## src/rtl/cpu_types_pkg.sv

```systemverilog
// cpu_types_pkg
//   Shared CPU-side types.
//   ramstate_t      : status reported by the RAM model on every cycle
//   memresp_state_t : arbitration state of the memory responder
package cpu_types_pkg;

  typedef enum logic [1:0] {
    FREE   = 2'd0,
    BUSY   = 2'd1,
    ACCESS = 2'd2,
    ERROR  = 2'd3
  } ramstate_t;

  typedef enum logic [1:0] {
    IDLE  = 2'd0,
    ISERV = 2'd1,
    DSERV = 2'd2
  } memresp_state_t;

endpackage

```

## src/rtl/mem_responder_if.sv

```systemverilog
// mem_responder_if
//   Bundles the cache request/response handshake and the RAM port that the
//   memory responder arbitrates.
//   Cache side : iREN, iaddr, iwait, iload, dREN, dWEN, daddr, dstore, dwait, dload
//   RAM side   : ramREN, ramWEN, ramaddr, ramstore, ramload, ramstate
//   modport slave  : the responder (consumes requests, drives waits and RAM)
//   modport master : the caches plus RAM (drive requests, RAM data and status)
interface mem_responder_if import cpu_types_pkg::*; #(
  parameter int WORD_W = 32
) ();

  logic              iREN;
  logic [WORD_W-1:0] iaddr;
  logic              iwait;
  logic [WORD_W-1:0] iload;

  logic              dREN;
  logic              dWEN;
  logic [WORD_W-1:0] daddr;
  logic [WORD_W-1:0] dstore;
  logic              dwait;
  logic [WORD_W-1:0] dload;

  logic              ramREN;
  logic              ramWEN;
  logic [WORD_W-1:0] ramaddr;
  logic [WORD_W-1:0] ramstore;
  logic [WORD_W-1:0] ramload;
  ramstate_t         ramstate;

  modport slave (
    input  iREN, iaddr, dREN, dWEN, daddr, dstore, ramload, ramstate,
    output iwait, iload, dwait, dload, ramREN, ramWEN, ramaddr, ramstore
  );

  modport master (
    output iREN, iaddr, dREN, dWEN, daddr, dstore, ramload, ramstate,
    input  iwait, iload, dwait, dload, ramREN, ramWEN, ramaddr, ramstore
  );

endinterface

```

## src/rtl/mem_responder.sv

```systemverilog
// mem_responder
//   Memory-side responder shared by the icache and dcache. It grants the single
//   RAM port to one requester at a time and produces the wait/load handshake
//   the caches stall on. Data requests win ties, except when the instruction
//   side has been passed over STARVE_MAX times in a row.
//   Ports:
//     CLK  : clock
//     nRST : synchronous active-low reset
//     mif  : mem_responder_if.slave (cache requests/responses and RAM port)
module mem_responder import cpu_types_pkg::*; #(
  parameter int WORD_W     = 32,
  parameter int STARVE_MAX = 4
) (
  input logic            CLK,
  input logic            nRST,
  mem_responder_if.slave mif
);

  localparam int CNT_W = $clog2(STARVE_MAX + 1);
  localparam logic [CNT_W-1:0] STARVE_LIM = CNT_W'(STARVE_MAX);

  memresp_state_t   state, next_state;
  logic [CNT_W-1:0] starve_cnt, next_starve_cnt;
  logic             drequest;
  logic             istarved;

  assign mif.iload = mif.ramload;
  assign mif.dload = mif.ramload;

  assign drequest = mif.dREN | mif.dWEN;
  assign istarved = mif.iREN && (starve_cnt == STARVE_LIM);

  // State and starvation counter; reset may land mid-transaction and simply
  // returns to IDLE without completing anything.
  always_ff @(posedge CLK) begin
    if (!nRST) begin
      state      <= IDLE;
      starve_cnt <= '0;
    end else begin
      state      <= next_state;
      starve_cnt <= next_starve_cnt;
    end
  end

  // Arbitration and handshake. Waits only drop in the single ACCESS cycle of
  // the granted side; a dropped request aborts with the wait still high.
  always_comb begin
    next_state      = state;
    next_starve_cnt = starve_cnt;
    mif.iwait       = 1'b1;
    mif.dwait       = 1'b1;
    mif.ramREN      = 1'b0;
    mif.ramWEN      = 1'b0;
    mif.ramaddr     = WORD_W'(0);
    mif.ramstore    = WORD_W'(0);

    case (state)
      IDLE: begin
        if (!mif.iREN) begin
          next_starve_cnt = '0;
        end
        if (drequest && !istarved) begin
          next_state = DSERV;
        end else if (mif.iREN) begin
          next_state = ISERV;
        end
      end

      ISERV: begin
        mif.ramREN  = 1'b1;
        mif.ramaddr = mif.iaddr;
        if (!mif.iREN) begin
          next_state = IDLE;
        end else if (mif.ramstate == ACCESS) begin
          mif.iwait       = 1'b0;
          next_state      = IDLE;
          next_starve_cnt = '0;
        end
      end

      DSERV: begin
        // A simultaneous read and write is served as a write.
        mif.ramaddr  = mif.daddr;
        mif.ramstore = mif.dstore;
        mif.ramWEN   = mif.dWEN;
        mif.ramREN   = mif.dREN & ~mif.dWEN;
        if (!drequest) begin
          next_state = IDLE;
        end else if (mif.ramstate == ACCESS) begin
          mif.dwait  = 1'b0;
          next_state = IDLE;
          if (mif.iREN && (starve_cnt != STARVE_LIM)) begin
            next_starve_cnt = starve_cnt + 1'b1;
          end
        end
      end

      default: begin
        next_state = IDLE;
      end
    endcase
  end

endmodule

```

## src/flat_wrapper.sv

```systemverilog
// flat-port wrapper written by rule: the top's interface ports become plain ports
module mem_responder_flat import cpu_types_pkg::*;
#(
  parameter int WORD_W     = 32,
  parameter int STARVE_MAX = 4
)
  (CLK, nRST, mif_iREN, mif_iaddr, mif_dREN, mif_dWEN, mif_daddr, mif_dstore, mif_ramload, mif_ramstate, mif_iwait, mif_iload, mif_dwait, mif_dload, mif_ramREN, mif_ramWEN, mif_ramaddr, mif_ramstore);
  mem_responder_if #(.WORD_W(WORD_W)) mif_i ();
  input logic CLK;
  input logic nRST;
  input wire logic [$bits(mif_i.iREN)-1:0] mif_iREN;
  input wire logic [$bits(mif_i.iaddr)-1:0] mif_iaddr;
  input wire logic [$bits(mif_i.dREN)-1:0] mif_dREN;
  input wire logic [$bits(mif_i.dWEN)-1:0] mif_dWEN;
  input wire logic [$bits(mif_i.daddr)-1:0] mif_daddr;
  input wire logic [$bits(mif_i.dstore)-1:0] mif_dstore;
  input wire logic [$bits(mif_i.ramload)-1:0] mif_ramload;
  input wire logic [$bits(mif_i.ramstate)-1:0] mif_ramstate;
  output wire logic [$bits(mif_i.iwait)-1:0] mif_iwait;
  output wire logic [$bits(mif_i.iload)-1:0] mif_iload;
  output wire logic [$bits(mif_i.dwait)-1:0] mif_dwait;
  output wire logic [$bits(mif_i.dload)-1:0] mif_dload;
  output wire logic [$bits(mif_i.ramREN)-1:0] mif_ramREN;
  output wire logic [$bits(mif_i.ramWEN)-1:0] mif_ramWEN;
  output wire logic [$bits(mif_i.ramaddr)-1:0] mif_ramaddr;
  output wire logic [$bits(mif_i.ramstore)-1:0] mif_ramstore;
  assign mif_i.iREN = mif_iREN;
  assign mif_i.iaddr = mif_iaddr;
  assign mif_i.dREN = mif_dREN;
  assign mif_i.dWEN = mif_dWEN;
  assign mif_i.daddr = mif_daddr;
  assign mif_i.dstore = mif_dstore;
  assign mif_i.ramload = mif_ramload;
  assign mif_i.ramstate = mif_ramstate;
  assign mif_iwait = mif_i.iwait;
  assign mif_iload = mif_i.iload;
  assign mif_dwait = mif_i.dwait;
  assign mif_dload = mif_i.dload;
  assign mif_ramREN = mif_i.ramREN;
  assign mif_ramWEN = mif_i.ramWEN;
  assign mif_ramaddr = mif_i.ramaddr;
  assign mif_ramstore = mif_i.ramstore;
  mem_responder #(.WORD_W(WORD_W), .STARVE_MAX(STARVE_MAX)) u_core (.CLK(CLK), .nRST(nRST), .mif(mif_i));
endmodule
```

## config.mk

```make
export PLATFORM = sky130hd
export DESIGN_NAME = mem_responder_flat
export DESIGN_NICKNAME = d
export VERILOG_FILES = /design/src/rtl/cpu_types_pkg.sv /design/src/rtl/mem_responder_if.sv /design/src/rtl/mem_responder.sv /design/src/flat_wrapper.sv
export SDC_FILE = /design/constraint.sdc
export NUM_CORES = 1
export LEC_CHECK = 0
export CAP_MARGIN = 10
export CORE_AREA = 8 8 98 100
export CTS_CLUSTER_DIAMETER = 30
export CTS_CLUSTER_SIZE = 20
export DETAILED_ROUTE_END_ITERATION = 7
export DIE_AREA = 0 0 106 108
export PLACE_DENSITY = 0.85
export REMOVE_ABC_BUFFERS = 1
export SETUP_SLACK_MARGIN = 0.5
export SLEW_MARGIN = 10
export SYNTH_ARGS = -nofsm -noshare
export SYNTH_HDL_FRONTEND = slang
export SYNTH_SLANG_ARGS = --single-unit
```

## constraint.sdc

```tcl
create_clock -name CLK -period 1.7 [get_ports CLK]
set_clock_uncertainty 0.05 [all_clocks]
set_input_delay 0.255 -clock CLK [delete_from_list [all_inputs] [get_ports CLK]]
set_output_delay 0.255 -clock CLK [all_outputs]
set_load 0.02 [all_outputs]
```

======== Word-level counts from Yosys, hierarchy flattened ========
Cells that the tools add are included.
operators by class
  add/subtract/negate cells ............... 1
  multiply operators ...................... 0
  div/mod/pow operators ................... 0
  magnitude comparators ................... 0
  eq/ne operators ......................... 12
  shift operators ......................... 0
  mux-type cells .......................... 22
  bitwise logic cells ..................... 3
  reduce and logical (&&, ||, !) cells .... 7
operators with widths
  cell                                                    number
  one-hot mux 32 bit (2 select lines)                     1
  2-to-1 mux 32 bit                                       1
  2-to-1 mux 3 bit                                        6
  2-to-1 mux 2 bit                                        5
  one-hot mux 3 bit (3 select lines)                      1
  inequality test 2 x 1 -> 1 bit (second input constant)  4
  AND reduction 7 bit                                     1
  2-to-1 mux 1 bit                                        6
  one-hot mux 2 bit (3 select lines)                      1
  equality test 2 bit (second input constant)             2
  inequality test 2 bit (second input constant)           2
  adder 3 x 1 -> 3 bit (second input constant)            1
  equality test 3 bit (second input constant)             1
  logical AND 1 bit                                       3
  inequality test 3 x 2 -> 1 bit (second input constant)  1
  inequality test 3 bit (second input constant)           1
  nonzero test 3 bit                                      1
  equality test 2 x 1 -> 1 bit (second input constant)    1
  logical NOT 2 bit                                       1
  one-hot mux 1 bit (2 select lines)                      1
  bitwise AND 1 bit                                       1
  logical NOT 1 bit                                       1
  inverter 1 bit                                          1
  OR 1 bit                                                1
storage, ports and cells
  register bits ........................... 5
  bits in latches ......................... 0
  RAM bits ................................ 0
  ROM bits ................................ 0
  bits of input ports ..................... 135
  output and inout port bits .............. 132
  logic and storage cells ................. 47
  memories kept ........................... 0

======== Depth between registers and ports, before layout ========
Gate-level depths: netlist (run 1).
  word-level depth ........................ 6
  mapped depth ............................ 8
  gate-level depth less buffers ........... 6

======== Worst setup path before layout (run 1) ========
Ideal clock, no wire load.
  path kind ............................... reg-to-output
  from .................................... register u_core.state[1]
  to ...................................... output mif_ramaddr[10]
  arrival ................................. 1.368 ns
  data required time ...................... 1.395 ns
  path slack .............................. 0.027 ns
  cell stages (with the launch flop) ...... 7
  path through ............................ dfxtp_1 > inv_1 > ha_1 > buf_2 > clkbuf_1 > a22oi_1 > nor2b_1
between the ends
  cells in the longest elaborated chain, start to end .. 2
  elaborated cells on any way between the ends .. 3
  classes of those cells .................. eq/ne (2); mux (1)
RTL lines
  what                                                                        line                 source
  start: declaration                                                          mem_responder.sv:22  memresp_state_t state, next_state;
  start signal: assignment                                                    mem_responder.sv:40  state <= next_state;
  equality test 2 bit / equality test 2 x 1 -> 1 bit (equally long branches)  mem_responder.sv:57  case (state)
  one-hot mux 32 bit (2 select lines) (*)                                     mem_responder.sv:57
  end: declaration                                                            flat_wrapper.sv:25   output wire logic [$bits(mif_i.ramaddr)-1:0] mif_ramaddr;
Mark *: on every way between the ends. The rest lies on a longest branch, timed or not.

======== Worst setup path in the final report (run 1) ========
  from .................................... register u_core.state[0]
  to ...................................... output mif_ramaddr[0]
The elaborated chain is that of the path after synthesis.

==> impl_metrics.py, run 1 <==
metrics = {
    "run_status": {
        "status": "complete, but fails checks",
        "violations": "negative setup slack",
    },
    "placed_design": {
        "dp.final_hpwl_mm": 10.3,
        "io_buffers": 170,
        "gp_congestion": 0.915,
    },
    "logic_synthesis": {
        "synth_xor_area_share_pct": 0,
        "synthTopCellsByArea": "buf_4, a22oi_1, nor2b_1",
        "ys_types": 27,
        "avgSynthCellArea_um2": 7.00,
        "synth_warnings": 0,
        "yosys.area_share.simple_pct": 34.9,
        "syn-cell-area_mm2": 0.00163,
        "synth_top_family_by_area": "simple AND/OR/NAND/NOR gates",
        "synth_ff_type": "dfxtp_1",
        "yosys.area.top_type": "buf_4",
        "synth_compound_area_share_pct": 19.4,
        "ys_ff_latch": 5,
        "synth_seq_area_share_pct": 6.14,
        "synth_edf_count": 0,
        "syn_inst": 233,
        "synth_common_cells": "buf_4, nor2b_1, and2_1",
        "synth.top_cell.area_share_pct": 29.5,
        "yosys-mux-area-fraction_pct": 0,
        "async_flop_share_pct": 0,
        "synth_fa_ha_area_share_pct": 4.60,
        "yosysMostFrequentCell": "buf_4",
    },
    "grt": {
        "grt_max_degree": 23,
        "track_usage_pct": 20.5,
        "grt_pass1_vias": 2373,
        "grt_overflow": 0,
        "grt_pass1_wl_mm": 17.0,
        "antenna_found_initial": 0,
    },
    "pwr": {
        "p_per_area_mw_per_mm2": 456,
        "vdd_drop_max_mv": 0.228,
        "p_total_w": 0.00183,
        "leakage_nw": 1.59,
    },
    "sta": {
        "rsz0062_at_grt": "true",
        "drv_slew": 0,
        "period_share_pct": 108,
        "setup_viol": 52,
        "fin_ws_ns": -0.136,
        "hold_viol_final": 0,
        "max_slew_margin_pct": 76.4,
        "worst_pin_slew_ns": 0.353,
        "whs_ns": 0.417,
        "fin_crit_ns": 1.84,
        "fmax_ghz": 0.545,
    },
    "worst_setup_path": {
        "rr_worst_depth": 9,
        "cp-startpoint": "u_core.state[0]",
        "r2r_slack_ns": 0.01,
        "worstSetupEndpointType": "output pin",
        "slowest_stage": "dfxtp_4",
        "required_ns": 1.39,
        "path_cells": "inv_4 > ha_4 > buf_12 > buf_16 > a22oi_2 > nor2b_1 > buf_4",
        "cp_top_family": "buffers and inverters",
        "worst-path-max-fanout": 6,
        "worstSetupPathDepth": 7,
        "crit_path_start_kind": "register",
        "crit_buf_inv": 4,
        "r2r_start": "u_core.state[0]",
        "crit_end": "mif_ramaddr[0]",
        "worstPathArrival_ns": 1.53,
        "worstSetupPathType": "register to output pin",
        "r2r-end": "u_core.starve_cnt[2]",
        "critPathMaxStageDelay_ns": 0.37,
    },
    "cells_and_area": {
        "nNetsFinal": 505,
        "num_antenna_cells": 0,
        "seqCellArea_um2": 108,
        "syn_to_final_growth_pct": 146,
        "fin_util_pct": 49.7,
        "drive_gt1_share_pct": 56.2,
        "multiInputGateArea_mm2": 0.00138,
        "fillCellCount": 725,
    },
    "floorplan": {
        "rows": 33,
        "start_util_pct": 20.2,
        "die_h_um": 108,
        "die_w_um": 106,
        "die-area_mm2": 0.0114,
        "fp.coreArea_mm2": 0.00805,
        "io_pins": 267,
    },
    "min_path": {
        "min_path_type": "register to register",
    },
    "cts": {
        "cts_htree_levels": 1,
        "cts-root-buf": "clkbuf_8",
        "numCtsBuffers": 3,
        "cts_hold_buffers": 0,
        "clk_pin_slew_ns": 0.04,
        "cts.sinks": 5,
        "clk_path_buf_depth": 2,
        "insertion_delay_ns": 0.22,
        "cts_tree": "yes",
    },
    "routing": {
        "vias": 2231,
        "drt_iter0_drc": 69,
        "drc_errors": 0,
        "wl_mm": 13.4,
        "routed_via_density": 4.77,
        "wl_per_cell_um": 28.6,
        "drtPass1Iterations": 4,
        "ant_nets": 0,
    },
    "run": {
        "drv_cap": 0,
    },
}
## metal layers
layer | track usage, % | share of wire [%] | up-vias
li1 | - | - | 973
met1 | 22.9 | 38 | 1060
met2 | 26.2 | 39 | 192
met3 | 23.3 | 22 | 6
met4 | 0.402 | 0.46 | 0
met5 | 0.840 | 0 | -
## cells in the final DEF, fill, tap and decap left out, types with 2 or more instances in the layout
| cell | netlist | layout |
|---|---|---|
| buf_12 | 0 | 8 |
| and2_4 | 0 | 33 |
| buf_6 | 0 | 53 |
| nor2b_1 | 34 | 21 |
| ha_1 | 6 | 2 |
| clkbuf_8 | 0 | 3 |
| buf_8 | 0 | 2 |
| nand3_1 | 5 | 4 |
| clkbuf_16 | 0 | 6 |
| buf_2 | 7 | 2 |
| inv_1 | 5 | 3 |
| nand2_1 | 11 | 9 |
| ha_4 | 0 | 3 |
| a22oi_2 | 0 | 32 |
| nor2b_4 | 0 | 13 |
| a21o_2 | 2 | 2 |
| o21ai_1 | 2 | 5 |
| buf_4 | 64 | 28 |
| dfxtp_1 | 5 | 3 |
| buf_16 | 0 | 5 |
| clkdlybuf4s50_1 | 0 | 102 |
| dfxtp_4 | 0 | 2 |
| nand2_4 | 0 | 2 |
| nand4_1 | 2 | 2 |
| inv_4 | 0 | 2 |
## report_power, final
group / switching, W / leakage [nW] / internal [W] / total, W
clock: 0.0000554 / 0.0228 / 0.000161 / 0.000216
sequential: 0.00000741 / 0.0420 / 0.000122 / 0.000129
combinational: 0.000599 / 1.53 / 0.000881 / 0.00148
## worst min path at each step
| stage | slack, ns | from | depth (start not counted) | end |
|---|---|---|---|---|
| final | 0.42 | u_core.starve_cnt[1] | 2 | u_core.starve_cnt[1] |
| after global routing | 0.45 | u_core.starve_cnt[1] | 2 | u_core.starve_cnt[1] |
| after CTS | 0.43 | u_core.starve_cnt[0] | 2 | u_core.starve_cnt[0] |
| after detailed placement | 0.42 | u_core.starve_cnt[1] | 2 | u_core.starve_cnt[1] |
| after global placement | 0.42 | u_core.starve_cnt[1] | 2 | u_core.starve_cnt[1] |
| after floorplan | 0.34 | nRST | 2 | u_core.starve_cnt[0] |
## state kept, by name, indices dropped and copies added, names as in the netlist
signal / flops
u_core.starve_cnt: 3
u_core.state: 2
## area by class of cell
class,count,share of cell area (%)
Inverter,5,0.594
Multi-Input combinational cell,143,34.5
Tap cell,105,3.28
Clock buffer,4,1.13
Timing Repair Buffer,206,57.8
Sequential cell,5,2.69
## worst min-delay path, delay by kind of cell, from the launching register on
kind               cells  cell delay [ns]
DFF                    1             0.31
and+or+nand+nor        1             0.06
AOI/OAI and AO/OA      1             0.05
## logic make-up after synthesis
group	Yosys count
AND/OR/NAND/NOR	93
flip-flops	5
adder cells (fa/ha/maj)	6
buffers and inverters	85
AO/OA/AOI/OAI	44
## per-stage QoR
stage               instances  area, um2  TNS (ns)  setup WS (ns)
global route              468       4000     -6.62         -0.187
detailed placement        444       3050    -13.10         -0.347
global placement          444       3050    -11.50         -0.346
finish                    468       4000     -3.81         -0.136
floorplan                 153       1080    -37.79         -0.729
CTS                       457       3510     -2.15         -0.106
## repair_timing
action,in CTS,in global routing
buffers inserted,4,5
gates cloned,5,6
endpoints found under the setup margin,73,73
pin swaps,6,15
gates resized for setup,315,81
(Power assumes the default switching activity.)
==> run 2: changes to the inputs <==
--- a/config.mk
+++ b/config.mk
@@ -12,4 +12,5 @@
 export DETAILED_ROUTE_END_ITERATION = 7
 export DIE_AREA = 0 0 106 108
+export HOLD_SLACK_MARGIN = 0.05
 export PLACE_DENSITY = 0.85
 export REMOVE_ABC_BUFFERS = 1
==> constraint.sdc (replaced) <==
create_clock -name CLK -period 1.7 [get_ports CLK]
set_clock_uncertainty 0.05 [all_clocks]
set_input_delay 0.34 -clock CLK [delete_from_list [all_inputs] [get_ports CLK]]
set_output_delay 0.34 -clock CLK [all_outputs]
set_load 0.1 [all_outputs]
==> run 2 against run 1 <==
The flow still finishes with violations (negative setup slack); global-route usage rose by 2.3 points; design area rose by 17%; highest routed layer is now met5; clock power barely moved; critical path type unchanged; utilization rose by 8.3 points; sequential share of layout area fell by 0.44 points; sequential cell count did not move; first-iteration DRC count rose by 99%.
==> impl_metrics.py, run 2 (same netlist as run 1, synthesis figures left out) <==
metrics = {
    "run_status": {
        "violations": "negative setup slack",
        "status": "complete, but fails checks",
    },
    "worst_setup_path": {
        "crit_buf_inv": 4,
        "rr_worst_depth": 9,
        "worstPathArrival_ns": 1.57,
        "critPathMaxStageDelay_ns": 0.32,
        "cpMostUsedCell": "buf_6",
        "r2r_slack_ns": -0.02,
        "path_cells": "buf_6 > ha_4 > buf_8 > buf_6 > a22oi_2 > nor2b_4 > buf_12",
        "worstSetupPathType": "register to output pin",
        "worst-path-max-fanout": 6,
        "crit_path_start_kind": "register",
        "worstSetupEndpointType": "output pin",
        "slowest_stage": "dfxtp_2",
        "required_ns": 1.31,
        "r2r-end": "u_core.starve_cnt[2]",
        "r2r_start": "u_core.state[1]",
        "cp_top_family": "buffers and inverters",
    },
    "grt": {
        "grt_pass1_vias": 2515,
        "track_usage_pct": 22.7,
        "grt_max_degree": 27,
        "antenna_found_initial": 4,
        "grt_use_met3_pct": 21.5,
        "busiest_layer": "met2",
        "use_met1_pct": 26.3,
        "grt_pass1_wl_mm": 18.9,
        "use_met2_pct": 31.2,
        "grt_overflow": 0,
    },
    "cells_and_area": {
        "nNetsFinal": 506,
        "largest-register": "u_core.starve_cnt",
        "drive_gt1_share_pct": 62.4,
        "final_common_cell": "clkdlybuf4s50_1",
        "reg_top3": "u_core.starve_cnt x3, u_core.state x2",
        "fin_area_mm2": 0.00467,
        "fin_util_pct": 58.0,
        "post_layout_nonfiller_instances": 471,
        "layout_common_cells": "clkdlybuf4s50_1, buf_12, and2_4, a22oi_2, nor2b_2",
        "largest_register_ffs": 3,
        "syn_to_final_growth_pct": 186,
    },
    "run": {
        "drv_cap": 0,
    },
    "routing": {
        "drtPass1Iterations": 4,
        "wl_mm": 14.5,
        "drt_iter0_drc": 137,
        "drc_errors": 0,
        "wl_per_cell_um": 30.7,
        "ant_nets": 0,
        "routed_via_density": 4.86,
        "vias": 2290,
    },
    "cts": {
        "cts.sinks": 5,
        "numCtsBuffers": 3,
        "cts_tree": "yes",
        "clk_path_buf_depth": 2,
        "clk_pin_slew_ns": 0.03,
        "insertion_delay_ns": 0.22,
        "cts-root-buf": "clkbuf_8",
        "cts_hold_buffers": 0,
        "cts_htree_levels": 1,
    },
    "placed_design": {
        "placed_area_mm2": 0.00374,
        "gp_congestion": 0.908,
        "dp.final_hpwl_mm": 10.7,
        "place_inst": 442,
        "io_buffers": 170,
    },
    "pwr": {
        "vdd_drop_max_mv": 0.354,
        "p_per_area_mw_per_mm2": 566,
        "leakage_nw": 1.75,
    },
    "sta": {
        "fin_ws_ns": -0.263,
        "rsz0062_at_grt": "true",
        "drv_slew": 0,
        "worst_pin_slew_ns": 0.360,
        "period_share_pct": 115,
        "hold_viol_final": 0,
        "fin_crit_ns": 1.96,
        "whs_ns": 0.425,
        "setup_viol": 70,
        "max_slew_margin_pct": 75.9,
        "fmax_ghz": 0.509,
    },
    "floorplan": {
        "die-area_mm2": 0.0114,
        "io_pins": 267,
        "die_w_um": 106,
        "die_h_um": 108,
        "rows": 33,
        "fp.coreArea_mm2": 0.00805,
        "start_util_pct": 20.2,
    },
    "min_path": {
        "min_path_type": "register to register",
        "holdPathStages": 2,
        "holdPathEnd": "u_core.starve_cnt[0]",
        "min_from": "u_core.starve_cnt[0]",
    },
}
==> run 2: worst max path at each step <==
stage,start,end,slack [ns],cells past startpoint
4_1_cts,u_core.state[0],mif_ramaddr[14],-0.22,6
3_3_place_gp,mif_ramstate[1],mif_dwait,-0.13,5
5_1_grt,u_core.state[1],mif_ramaddr[1],-0.31,7
2_1_floorplan,u_core.state[0],mif_ramaddr[0],-1.73,4
6_report,u_core.state[1],mif_ramaddr[1],-0.26,7
3_5_place_dp,mif_iREN,u_core.starve_cnt[2],-0.16,6
==> run 2: where the power goes <==
part           internal, W  total, W  switching (W)  leakage (nW)
logic              0.00106   0.00230        0.00124          1.69
clock network     0.000161  0.000215      0.0000546        0.0228
registers         0.000122  0.000126     0.00000360        0.0416
==> run 2: worst reg2reg max path, cell delays in order (launching register included) <==
cell,delay (ns)
dfxtp_2,0.33
buf_6,0.10
ha_4,0.21
buf_8,0.14
buf_6,0.12
buf_4,0.12
o21ai_4,0.07
nor4b_4,0.29
a41oi_2,0.15
o21ai_1,0.09
==> run 2: layer usage <==
metal  vias to the layer above  wire, um
met3                        12      2730
met1                      1093      5750
li1                        979         -
met4                         8        65
met2                       198      5880
met5                         -        46
==> run 2: cell type report <==
cell class	count	area, um2
Antenna cell	2	5.00
Clock buffer	4	45.0
Fill cell	657	3380
Inverter	5	21.3
Multi-Input combinational cell	143	1460
Sequential cell	5	105
Tap cell	105	131
Timing Repair Buffer	207	2900
==> run 2: metrics by stage <==
stage	total power, W	TNS [ns]	worst slack (ns)
2_1_floorplan	0.00111	-95.23	-1.73
3_3_place_gp	0.00194	-1.10	-0.128
3_5_place_dp	0.00196	-2.86	-0.156
4_1_cts	0.00254	-10.14	-0.224
5_1_grt	0.00273	-14.82	-0.305
6_report	0.00264	-11.13	-0.263
==> run 2: timing repair <==
| action | CTS | global route |
|---|---|---|
| resized for setup | 141 | 25 |
| buffers inserted | 9 | 7 |
| gates cloned | 4 | 3 |
| pin swaps | 11 | 16 |
| setup endpoints to repair | 73 | 73 |
| hold endpoints to repair | 0 | 0 |
